[src/rtl/sra_seq.sv]
// sra_seq: multi-cycle shifter (sll/srl/sra) moving one bit position per clock
module sra_seq #(
    parameter int L1 = 8,
    parameter int L2 = 8
) (
    input  logic          clk,
    input  logic          rst,
    input  logic          in_valid,
    output logic          in_ready,
    input  logic [1:0]    op,
    input  logic [L1-1:0] in1,
    input  logic [L2-1:0] in2,
    output logic          out_valid,
    input  logic          out_ready,
    output logic [L1-1:0] out,
    output logic          busy
);
    localparam int CW = $clog2(L1 + 1);
    localparam int AW = (L2 > CW) ? L2 : CW;

    typedef enum logic [1:0] {IDLE, SHIFT, DONE} state_t;

    state_t        state_q, state_d;
    logic [L1-1:0] data_q, data_d;
    logic [L1-1:0] out_q, out_d;
    logic [CW-1:0] cnt_q, cnt_d;
    logic [1:0]    op_q, op_d;
    logic [AW-1:0] amt;
    logic [CW-1:0] n;
    logic [L1-1:0] shifted;

    // clamp the amount to L1 so oversized requests saturate instead of wrapping
    always_comb begin
        amt = AW'(in2);
        n   = (amt >= AW'(L1)) ? CW'(L1) : CW'(amt);
    end

    // one-position shift of the working register; reserved opcode behaves as srl
    always_comb begin
        shifted = (op_q == 2'b00) ? {data_q[L1-2:0], 1'b0}
                                  : {(op_q == 2'b10) & data_q[L1-1], data_q[L1-1:1]};
    end

    // next-state logic; the result register is loaded only on entry to DONE
    always_comb begin
        state_d = state_q;
        data_d  = data_q;
        cnt_d   = cnt_q;
        op_d    = op_q;
        out_d   = out_q;
        case (state_q)
            IDLE: if (in_valid) begin
                data_d  = in1;
                op_d    = op;
                cnt_d   = n;
                state_d = (n == '0) ? DONE : SHIFT;
                out_d   = (n == '0) ? in1 : out_q;
            end
            SHIFT: begin
                data_d  = shifted;
                cnt_d   = cnt_q - 1'b1;
                state_d = (cnt_q == CW'(1)) ? DONE : SHIFT;
                out_d   = (cnt_q == CW'(1)) ? shifted : out_q;
            end
            DONE:    state_d = out_ready ? IDLE : DONE;
            default: state_d = IDLE;
        endcase
    end

    // state registers with synchronous reset taking priority over any handshake
    always_ff @(posedge clk) begin
        if (rst) begin
            state_q <= IDLE;
            data_q  <= '0;
            out_q   <= '0;
            cnt_q   <= '0;
            op_q    <= '0;
        end else begin
            state_q <= state_d;
            data_q  <= data_d;
            out_q   <= out_d;
            cnt_q   <= cnt_d;
            op_q    <= op_d;
        end
    end

    assign in_ready  = state_q == IDLE;
    assign out_valid = state_q == DONE;
    assign busy      = state_q != IDLE;
    assign out       = out_q;
endmodule

[config.mk]
export PLATFORM = sky130hd
export DESIGN_NAME = sra_seq
export DESIGN_NICKNAME = d
export VERILOG_FILES = /design/src/rtl/sra_seq.sv
export SDC_FILE = /design/constraint.sdc
export NUM_CORES = 1
export LEC_CHECK = 0
export BUFFER_PORTS_ARGS = -buffer_cell sky130_fd_sc_hd__buf_2
export CELL_PAD_IN_SITES_DETAIL_PLACEMENT = 1
export CELL_PAD_IN_SITES_GLOBAL_PLACEMENT = 1
export CORE_ASPECT_RATIO = 0.7
export CORE_MARGIN = 1
export CORE_UTILIZATION = 39
export CTS_BUF_LIST = sky130_fd_sc_hd__clkbuf_4
export CTS_CLUSTER_DIAMETER = 150
export CTS_CLUSTER_SIZE = 12
export DETAILED_ROUTE_END_ITERATION = 10
export PLACE_DENSITY_LB_ADDON = 0.12
export SLEW_MARGIN = 5
export SYNTH_ARGS = -nofsm -noshare
export SYNTH_HDL_FRONTEND = slang
export SYNTH_SLANG_ARGS = --single-unit
[constraint.sdc]
create_clock -name clk -period 2.47 [get_ports clk]
set_input_delay 0.247 -clock clk [delete_from_list [all_inputs] [get_ports clk]]
set_output_delay 0.247 -clock clk [all_outputs]
set_load 0.1 [all_outputs]
==> reports/results.txt <==
Clk sinks -> 24
Min Clock Period, post-route -> 2.07 ns
Drc violations -> 0
PostCTS Resize Cnt -> 0
Clock share of power -> 18.0%
Worst Hold Launch -> op[0]
Clock Latency Late Sink -> 0.32 ns
Min-delay worst type -> input port to flop
Pwr/cell area -> 679 mW/mm2
Normalized max-slew margin -> 49.4%
Post-synth EDFFs -> 0
Area grow syn2layout -> 15.7%
Drt wl/cell -> 16.9 um
Worst slew pin tran -> 0.757 ns
Top-area cell type share of the netlist area -> 37.8%
Vias in the first global route -> 1222
Avg Cell Area, Syn -> 8.37 um2
Sw Share -> 40.3%
Count of cell types in the netlist -> 38
Design Area, Final -> 0.00147 mm2
Reg2reg end -> out[6]
Hold_buf cts -> 0
Top Family by Delay on Critical Path -> simple AND/OR/NAND/NOR gates
Max Transition Viols Final -> 0
P_sw -> 0.000403 W
Cells after Synth -> 152
Crit Path Class -> flop to flop
Gpl congestion -> 0.801
CP Buf/Inv Count -> 0
Post-Syn Area -> 0.00127 mm2
First DRT Iteration DRCs -> 66
Diodes inserted -> 0
Initial Utilization -> 43.2%
Peak supply drop -> 287 uV
Area leader, netlist -> dfxtp_1
Share of layout cells above drive strength 1 -> 24.6%
Vias -> 1268
Data arrival time of the worst path -> 2.33 ns
Crit path max fanout -> 15
Lkg Pwr -> 0.649 nW
Initial antenna violation count -> 0
R2R Path Start -> state_q[0]
Reg2Reg Setup Slack -> 0.40 ns
Die width -> 70.3 um
Max clock buf depth -> 2
Global-route wire length before repair -> 5.83 mm
Post-CTS Repair Setup Buffers -> 0
CTS Buf Count -> 3
Num rows -> 16
Area after DPL -> 0.00145 mm2
Max incr delay on CP -> 0.67 ns
Critical path launch point type -> flop
Routed vias/inst -> 5.90
Ports -> 33
Post-synth top cells -> dfxtp_1, a21oi_1, nor2_1, nand2_1, clkbuf_1
Fill count -> 382
WHS Path Cells -> 3
Worst path slowest cell -> or4b_4
FF-to-FF path depth -> 4
Final setup violation count -> 0
Clk pin slew, worst setup/hold paths -> 0.14 ns
Yosys warning count -> 0
Routed WL -> 3.63 mm
Synthesized net count -> 176
F_max -> 482 MHz
Chip Height -> 49.8 um
CP Cell Sequence -> or3b_1, or4b_4, a221o_1, a21oi_2
Seq pwr share -> 45.8%
Max_cap viols -> 0
Critical Path End Type -> flop
Status -> finished clean
Int Pwr -> 0.000597 W
Die area -> 0.00350 mm2
CORE AREA -> 0.00294 mm2
Seq/Total Area, Yosys -> 37.8%
WHS Endpoint -> op_q[0]
Total gr overflow -> 0
CTS H-tree lvls -> 1
Hpwl dp -> 2.77 mm
Async S/R FF share, synth -> 0%
Root buffer cell -> clkbuf_4
Most common cell in the synthesized netlist -> dfxtp_1
TritonCTS clock tree -> built
Largest net degree at the start of global routing -> 26
Nets -> 205
First-pass detailed-route iteration total -> 4
Post-route antenna net violation count -> 0
Final Cycle Share -> 83.9%
Buffers added on ports -> 32
Synthesized flop and latch total -> 24
Setup_tns -> 0 ns
Gr usage total -> 21.4%
Top FF cell, synth -> dfxtp_1
Share of total power in combinational logic -> 36.2%
WP data required -> 2.73 ns
Unrepaired setup endpoints after global routing -> false
Hold Violations, Final -> 0
Clock skew -> 0.00617 ns
Top post-synthesis cells by area -> dfxtp_1, a21oi_1, mux2i_1
per-stage QoR:
| stage | util [%] | std cells | power [W] | setup WS [ns] | hold slack, ns |
|---|---|---|---|---|---|
| floorplan | - | 152 | 0.000733 | 0.288 | 0.394 |
| global placement | 49.3 | 212 | 0.000815 | 0.406 | 0.457 |
| detailed placement | 49.3 | 212 | 0.000829 | 0.338 | 0.466 |
| CTS | 50.0 | 215 | 0.00100 | 0.405 | 0.168 |
| global route | 50.0 | 215 | 0.00105 | 0.342 | 0.164 |
| finish | 50.0 | 215 | 0.00100 | 0.397 | 0.170 |
power by group through the flow:
| stage | clock, W | sequential (W) | combinational [W] |
|---|---|---|---|
| 2_1_floorplan | 0 | 0.000495 | 0.000239 |
| 3_3_place_gp | 0 | 0.000464 | 0.000351 |
| 6_report | 0.000180 | 0.000458 | 0.000362 |
| 5_1_grt | 0.000201 | 0.000463 | 0.000391 |
| 3_5_place_dp | 0 | 0.000467 | 0.000362 |
| 4_1_cts | 0.000184 | 0.000458 | 0.000363 |
registers in the layout, summed over array words and instances, names as in the netlist:
register,flops
state_q,2
op_q,2
out,8
data_q,8
cnt_q,4
logic make-up (layout without fill, tap and decap cells):
family	Yosys count	count (layout)	share of synthesized area, %
buffers and inverters	16	43	6.00
adder cells (fa/ha/maj)	2	2	1.97
AND/OR/NAND/NOR	58	58	23.5
AO/OA/AOI/OAI	44	44	24.6
XOR/XNOR	1	1	0.688
flip-flops	24	24	37.8
multiplexers	7	7	5.51
worst max-delay path by stage:
stage                           end        from  cells past startpoint
final                        out[6]  state_q[0]                      4
after global routing         out[6]  state_q[0]                      4
after CTS                    out[6]  state_q[0]                      4
after detailed placement     out[6]    in_valid                      5
after global placement       out[6]    in_valid                      5
after floorplan           out_valid  state_q[1]                      2
worst reg2reg max path: stages, from the launching register on:
cell,delay (ns)
dfxtp_1,0.33
or3b_1,0.51
or4b_4,0.67
a221o_1,0.37
a21oi_2,0.13
layout by cell type (no fill, tap or decap), types with 2 or more instances in the layout:
master    Yosys  final
inv_1         3      3
nand2_1      12     12
nor2_1       17     17
nand3_1       8      8
nand2b_1      2      2
ha_1          2      2
a221o_1       6      6
a211oi_1      3      3
nor2b_1       3      3
buf_4         0      5
or2_2         2      2
dfxtp_1      24     24
mux2i_1       7      7
buf_2         1     32
nor3_1        5      5
clkbuf_4      0      3
a21oi_1      19     19
a211o_1       7      7
routing by layer:
| metal | routed length, um | global-route usage [%] | share of wire (%) |
|---|---|---|---|
| met5 | 0 | 0 | 0 |
| met3 | 140 | 4.70 | 3.9 |
| met2 | 1590 | 33.5 | 44 |
| met4 | 27 | 4.67 | 0.74 |
| met1 | 1880 | 30.0 | 52 |
area by class of cell:
| type | instances | area (um2) | share of cell area [%] |
|---|---|---|---|
| multi-input combinational | 112 | 716 | 48.6 |
| sequential | 24 | 480 | 32.6 |
| timing repair buffer | 37 | 198 | 13.4 |
| tap | 36 | 45.0 | 3.06 |
| clock buffer | 3 | 22.5 | 1.53 |
| inverter | 3 | 11.3 | 0.765 |
(Power assumes the default switching activity.)
